### config.mk
export PLATFORM = sky130hd
export DESIGN_NAME = voice_allocator
export DESIGN_NICKNAME = d
export VERILOG_FILES = /design/src/rtl/tmnt_pkg.sv /design/src/rtl/voice_age_tracker.sv /design/src/rtl/voice_allocator.sv
export SDC_FILE = /design/constraint.sdc
export NUM_CORES = 1
export LEC_CHECK = 0
export ABC_AREA = 0
export CORE_AREA = 8 8 97 99
export CTS_CLUSTER_SIZE = 24
export DETAILED_ROUTE_END_ITERATION = 6
export DIE_AREA = 0 0 105 107
export GPL_TIMING_DRIVEN = 1
export PLACE_DENSITY = 0.68
export SETUP_SLACK_MARGIN = 0.4
export SLEW_MARGIN = 20
export SYNTH_ARGS = -nofsm -noshare
export SYNTH_HDL_FRONTEND = slang
export SYNTH_SLANG_ARGS = --single-unit
### constraint.sdc
create_clock -name clk -period 15.3 [get_ports clk]
set_clock_uncertainty 0.2 [all_clocks]
set_input_delay 2.295 -clock clk [delete_from_list [all_inputs] [get_ports clk]]
set_output_delay 2.295 -clock clk [all_outputs]
set_load 0.02 [all_outputs]
### src/rtl/tmnt_pkg.sv
// Shared types and constants for the polyphonic voice allocator.
//   NUM_KEYS_C  : number of push-button keys (note code = key index)
//   note_t      : 4-bit note code
//   voice_idx_t : voice index (up to 8 voices)
//   key_ev_t    : per-scan-slot key event
package tmnt_pkg;
  localparam int NUM_KEYS_C = 15;

  typedef logic [3:0] note_t;
  typedef logic [2:0] voice_idx_t;

  typedef enum logic [1:0] {EV_NONE, EV_PRESS, EV_RELEASE} key_ev_t;
endpackage

### src/rtl/voice_age_tracker.sv
// Per-voice age bookkeeping for the voice allocator.
// Ports:
//   clk, nrst  : clock, asynchronous active-low reset
//   active     : current voice-active mask
//   alloc      : strobe, voice alloc_idx is being (re)assigned this cycle
//   alloc_idx  : voice being (re)assigned
//   free_idx   : lowest-index inactive voice
//   steal_idx  : voice with the highest age, ties to the lowest index
//   all_busy   : no inactive voice exists
module voice_age_tracker
  import tmnt_pkg::*;
#(
  parameter int NUM_VOICES = 4
) (
  input  logic                  clk,
  input  logic                  nrst,
  input  logic [NUM_VOICES-1:0] active,
  input  logic                  alloc,
  input  voice_idx_t            alloc_idx,
  output voice_idx_t            free_idx,
  output voice_idx_t            steal_idx,
  output logic                  all_busy
);
  typedef logic [2:0] age_t;
  localparam age_t AGE_MAX = age_t'(NUM_VOICES - 1);

  age_t age [NUM_VOICES];
  age_t oldest;
  age_t gap;
  age_t old_age;
  logic taken;

  always_comb begin
    free_idx = '0;
    all_busy = 1'b1;
    for (int v = NUM_VOICES - 1; v >= 0; v--) begin
      if (!active[v]) begin
        free_idx = voice_idx_t'(v);
        all_busy = 1'b0;
      end
    end

    steal_idx = '0;
    oldest    = age[0];
    for (int v = 1; v < NUM_VOICES; v++) begin
      if (age[v] > oldest) begin
        oldest    = age[v];
        steal_idx = voice_idx_t'(v);
      end
    end

    // A free voice is ranked into the lowest age value no active voice
    // holds, so active ages stay distinct and ordered by allocation time
    // (pure LRU) even after releases leave holes in the sequence.
    gap   = AGE_MAX;
    taken = 1'b0;
    for (int a = NUM_VOICES - 1; a >= 0; a--) begin
      taken = 1'b0;
      for (int v = 0; v < NUM_VOICES; v++) begin
        if (active[v] && age[v] == age_t'(a)) taken = 1'b1;
      end
      if (!taken) gap = age_t'(a);
    end

    old_age = gap;
    for (int v = 0; v < NUM_VOICES; v++) begin
      if (alloc_idx == voice_idx_t'(v) && active[v]) old_age = age[v];
    end
  end

  always_ff @(posedge clk or negedge nrst) begin
    if (!nrst) begin
      for (int v = 0; v < NUM_VOICES; v++) age[v] <= '0;
    end else if (alloc) begin
      for (int v = 0; v < NUM_VOICES; v++) begin
        if (alloc_idx == voice_idx_t'(v)) begin
          age[v] <= '0;
        end else if (active[v] && age[v] < old_age && age[v] < AGE_MAX) begin
          age[v] <= age[v] + age_t'(1);
        end
      end
    end
  end
endmodule

### src/rtl/voice_allocator.sv
// Polyphonic note scheduler: scans the keys one slot per scan tick, turns
// press/release edges into voice assignments, steals the oldest voice when
// all are busy, and drives per-voice enable/note/retrigger.
// Optional feature macro: TMNT_SUSTAIN_EN (adds the sustain pedal input).
// Ports:
//   clk, nrst    : clock, asynchronous active-low reset
//   scan_en      : scanner advances one key per cycle while high
//   keys         : debounced key levels, 1 = pressed
//   sustain      : sustain pedal (TMNT_SUSTAIN_EN only)
//   voice_active : voice i sounding
//   voice_note   : note of voice i at [4i+3:4i]
//   voice_trig   : one-cycle pulse when voice i is (re)assigned
//   scan_idx     : key slot currently sampled
module voice_allocator
  import tmnt_pkg::*;
#(
  parameter int NUM_KEYS   = NUM_KEYS_C,
  parameter int NUM_VOICES = 4
) (
  input  logic                    clk,
  input  logic                    nrst,
  input  logic                    scan_en,
  input  logic [NUM_KEYS-1:0]     keys,
`ifdef TMNT_SUSTAIN_EN
  input  logic                    sustain,
`endif
  output logic [NUM_VOICES-1:0]   voice_active,
  output logic [4*NUM_VOICES-1:0] voice_note,
  output logic [NUM_VOICES-1:0]   voice_trig,
  output logic [3:0]              scan_idx
);
  logic [NUM_KEYS-1:0]   prev_keys;
  logic [NUM_VOICES-1:0] sus_flag;
  logic [NUM_VOICES-1:0] act_eff;
  logic                  sus_now;
  logic                  sus_fall;
  key_ev_t               ev;
  logic                  hit_any;
  logic                  hit_sus;
  voice_idx_t            hit_idx;
  logic                  alloc;
  voice_idx_t            alloc_idx;
  voice_idx_t            free_idx;
  voice_idx_t            steal_idx;
  logic                  all_busy;

`ifdef TMNT_SUSTAIN_EN
  logic sus_q;
  assign sus_now  = sustain;
  assign sus_fall = sus_q & ~sustain;

  always_ff @(posedge clk or negedge nrst) begin
    if (!nrst) begin
      sus_q    <= 1'b0;
      sus_flag <= '0;
    end else begin
      sus_q <= sustain;
      for (int v = 0; v < NUM_VOICES; v++) begin
        if (sus_fall) sus_flag[v] <= 1'b0;
        if (ev == EV_RELEASE && hit_any && sustain && hit_idx == voice_idx_t'(v))
          sus_flag[v] <= 1'b1;
        if (alloc && alloc_idx == voice_idx_t'(v)) sus_flag[v] <= 1'b0;
      end
    end
  end
`else
  assign sus_now  = 1'b0;
  assign sus_fall = 1'b0;
  assign sus_flag = '0;
`endif

  // Sustained voices released by a pedal-up are freed before this cycle's
  // key event is decided, so a press in the same cycle may reuse them.
  assign act_eff = voice_active & ~(sus_fall ? sus_flag : '0);

  always_comb begin
    ev = EV_NONE;
    if (scan_en) begin
      if (keys[scan_idx] && !prev_keys[scan_idx])      ev = EV_PRESS;
      else if (!keys[scan_idx] && prev_keys[scan_idx]) ev = EV_RELEASE;
    end

    hit_any = 1'b0;
    hit_sus = 1'b0;
    hit_idx = '0;
    for (int v = NUM_VOICES - 1; v >= 0; v--) begin
      if (act_eff[v] && voice_note[4*v +: 4] == scan_idx) begin
        hit_any = 1'b1;
        hit_sus = sus_flag[v];
        hit_idx = voice_idx_t'(v);
      end
    end

    alloc = (ev == EV_PRESS);
    if (hit_any && hit_sus) alloc_idx = hit_idx;   // re-press of a sustained note
    else if (all_busy)      alloc_idx = steal_idx;
    else                    alloc_idx = free_idx;
  end

  voice_age_tracker #(.NUM_VOICES(NUM_VOICES)) u_age (
    .clk       (clk),
    .nrst      (nrst),
    .active    (act_eff),
    .alloc     (alloc),
    .alloc_idx (alloc_idx),
    .free_idx  (free_idx),
    .steal_idx (steal_idx),
    .all_busy  (all_busy)
  );

  always_ff @(posedge clk or negedge nrst) begin
    if (!nrst) begin
      scan_idx     <= '0;
      prev_keys    <= '0;
      voice_active <= '0;
      voice_note   <= '0;
      voice_trig   <= '0;
    end else begin
      voice_trig   <= '0;
      voice_active <= act_eff;
      if (scan_en) begin
        prev_keys[scan_idx] <= keys[scan_idx];
        scan_idx <= (scan_idx == 4'(NUM_KEYS - 1)) ? 4'd0 : scan_idx + 4'd1;
      end
      for (int v = 0; v < NUM_VOICES; v++) begin
        if (ev == EV_RELEASE && hit_any && !sus_now && hit_idx == voice_idx_t'(v))
          voice_active[v] <= 1'b0;
        if (alloc && alloc_idx == voice_idx_t'(v)) begin
          voice_active[v]       <= 1'b1;
          voice_note[4*v +: 4]  <= scan_idx;
          voice_trig[v]         <= 1'b1;
        end
      end
    end
  end
endmodule

==> run metrics <==
Routed WL=9.15 mm; fin. max-slew vios=0; die area=0.0112 sq mm; critical path's largest stage delay=~0.64 ns; Bufs and invs on worst path=1; average cell area after synthesis=9.46 sq um; post-CTS sizing=0; Crit path required time=15.30 ns; most used cell, CP=ha_1; Tot GR Track Use=0.167; Clock transition at path regs=~0.10 ns; Worst setup SP type=register; hold slack=0.315 ns; min Tclk post-route=6.50 ns; Detailed Place HPWL=6.86 mm; worst-margin pin slew=0.824 ns; dpl cell area=0.00439 sq mm; slowest stage cell, crit path=a222oi_1; GPL Wtd Cong=between 0.8 and 0.9; post-synthesis register bit count=55; Final TNS setup=0 ns; initial antenna violation count=0; Syn-to-layout area delta=16.0%; nets=492; DIE HEIGHT=107 microns; diodes inserted=0; Synth top area share=0.356; hold buffers post-CTS=0; CTS Root Cell=clkbuf_8; post-synthesis cell type count=between 50 and 60; RSZ-0062 raised after global routing=no; status=complete, no violations; critical path type=register to register; Max-slew headroom=0.451; CP delay by family, top=compound AO/OA/AOI/OAI gates; clock net sink count=55; Skew-Pair Late Insertion Delay=0.31 ns; dominant synthesized flop cell=dfrtp_1; Area contributors post-synth=dfrtp_1 36%, ha_1 9.4%, mux2_2 7.3%; Arr. time, crit path=6.50 ns; Crit Path Max Fanout=9; IO Count=46; CTS tree=built; Clock Tree Buf Depth=2; via count=3176; Die X=105 microns; Post-Syn Area=0.00387 sq mm; type of the tightest min-delay check=register to register; final-report hold violation count=0; # H-tree levels=2; buffers added on ports=45; vias per inst=5.76; period utilisation layout=0.425; EDFF count, synth=0; crit-path cells=inv_1 > ha_1 > and3_1 > a21oi_1 > nor2_1 > a21oi_1 > ha_1 > nand3_1 > a21bo_2 > nand2_1 > o21ai_0 > ha_1 > a211oi_1 > nor3_1 > a311oi_2 > nor2_1 > a31o_2 > a222oi_1 > ha_1 > a21oi_1 > nor4b_1 > and2_4 > a32o_1; core footprint=just under 0.008 sq mm; FP Rows=33; largest net degree at the start of global routing=56; Design Area, Final=0.00449 sq mm; Final setup violation count=0; Syn Nets=456; DRT antenna net count=0; share of cells above drive strength 1=0.123; Synth async-reset ratio=1.00; # Max-Cap Violations=0; Wirelength per Cell=16.6 microns; grt total ovfl=0; Ys Warns=0; Initial Util=0.488; Critical Path End Type=register; post-synth top area cell=dfrtp_1; sequential fraction of the synthesis area=0.356; Setup Fix Bufs, Post-CTS=0; first-pass GRT wire length=15.6 mm; Iter 0 DRT Violations=149; DRC viols=0; max frequency=154 MHz; detailed-router iteration count before antenna repair=4; Gate Count Post-Synth=approximately 410; most frequent cells in the layout=55 x nand2_1, 55 x dfrtp_1, 44 x clkdlybuf4s50_1, 29 x ha_1, 25 x mux2_2; vias in the first global route=between 3000 and 4000; CTS Buf Count=5
-- through the flow --
| stage | cells | setup slack, ns | util |
|---|---|---|---|
| final | 551 | 8.80 | 0.566 |
| after global routing | 551 | 8.24 | 0.566 |
| after floorplan | 409 | 9.56 | - |
| after CTS | 551 | 8.87 | 0.566 |
| after detailed placement | 543 | 8.93 | 0.554 |
| after global placement | 543 | 9.06 | 0.554 |
-- logic make-up (layout without fill, tap and decap cells) --
group | after synthesis | after routing | share of synthesized area
buf+inv | 39 | 76 | 0.0411
simple gates | 150 | 150 | 0.192
flops | 55 | 55 | 0.356
fa+ha+maj | 29 | 29 | 0.0938
compound gates | 81 | 81 | 0.146
mux | 39 | 39 | 0.135
xor+xnor | 16 | 16 | 0.0362
-- path summary, 6_finish.rpt --
| path | cells after the start | slack [ns] | to | start |
|---|---|---|---|---|
| max in group asynchronous | 2 | 12.54 | voice_active[3] | nrst |
| max reg2reg | 23 | 8.80 | u_age.age[6] | u_age.age[6] |
| min reg2reg | 1 | 0.31 | prev_keys[11] | prev_keys[11] |
| min in group asynchronous | 2 | 1.89 | prev_keys[9] | nrst |
| min | 1 | 0.31 | prev_keys[11] | prev_keys[11] |
| max | 23 | 8.80 | u_age.age[6] | u_age.age[6] |
-- sequential cells by signal, summed over array words and instances, names as in the netlist --
register,count
scan_idx,4
voice_note,16
prev_keys,15
u_age.age,12
voice_trig,4
voice_active,4
-- per-layer routing --
metal / global-route usage / up-vias / part of all wire
met5: 0 / - / 0
met4: 0.0540 / 0 / 0.0096
met3: 0.0228 / 6 / 0.039
met2: 0.285 / 62 / 0.50
met1: 0.214 / 1556 / 0.45
li1: - / 1552 / -
-- synth_stat cells (2+ instances only) --
| master | count |
|---|---|
| a2111oi_2 | 2 |
| a211o_1 | 2 |
| a211oi_1 | 5 |
| a21o_1 | 2 |
| a21oi_1 | 13 |
| a32o_1 | 2 |
| a41oi_1 | 2 |
| and2_1 | 2 |
| and3_1 | 2 |
| buf_2 | 4 |
| clkbuf_1 | 16 |
| dfrtp_1 | 55 |
| ha_1 | 29 |
| inv_1 | 18 |
| mux2_2 | 25 |
| mux2i_1 | 6 |
| mux4_2 | 8 |
| nand2_1 | 55 |
| nand2b_1 | 7 |
| nand3_1 | 21 |
| nand3b_1 | 15 |
| nand4_1 | 2 |
| nor2_1 | 21 |
| nor3_1 | 8 |
| o211ai_1 | 5 |
| o21ai_0 | 23 |
| o22ai_1 | 5 |
| o2bb2ai_1 | 2 |
| o31ai_1 | 3 |
| o32ai_1 | 2 |
| or2_2 | 3 |
| or3_1 | 5 |
| or4_1 | 2 |
| xnor2_1 | 5 |
| xor2_1 | 11 |
-- worst register-to-register path: stages (launching register included) --
cell	delay, ns
dfrtp_1	0.53
inv_1	0.17
ha_1	0.31
and3_1	0.18
a21oi_1	0.36
nor2_1	0.07
a21oi_1	0.19
ha_1	0.28
nand3_1	0.10
a21bo_2	0.29
nand2_1	0.08
o21ai_0	0.09
ha_1	0.33
a211oi_1	0.47
nor3_1	0.22
a311oi_2	0.61
nor2_1	0.11
a31o_2	0.24
a222oi_1	0.64
ha_1	0.27
a21oi_1	0.04
nor4b_1	0.18
and2_4	0.20
a32o_1	0.25
-- area by class of cell --
type                            count  area (sq um)
Timing Repair Buffer               50           483
Fill cell                         710          3440
Sequential cell                    55          1380
Inverter                           18          67.6
Tap cell                          105           131
Clock inverter                      1          8.76
Multi-Input combinational cell    315          2330
Clock buffer                        7          86.3
Power is not shown: default switching activity piles up to over one toggle a cycle in this logic, so the estimate is an artifact.
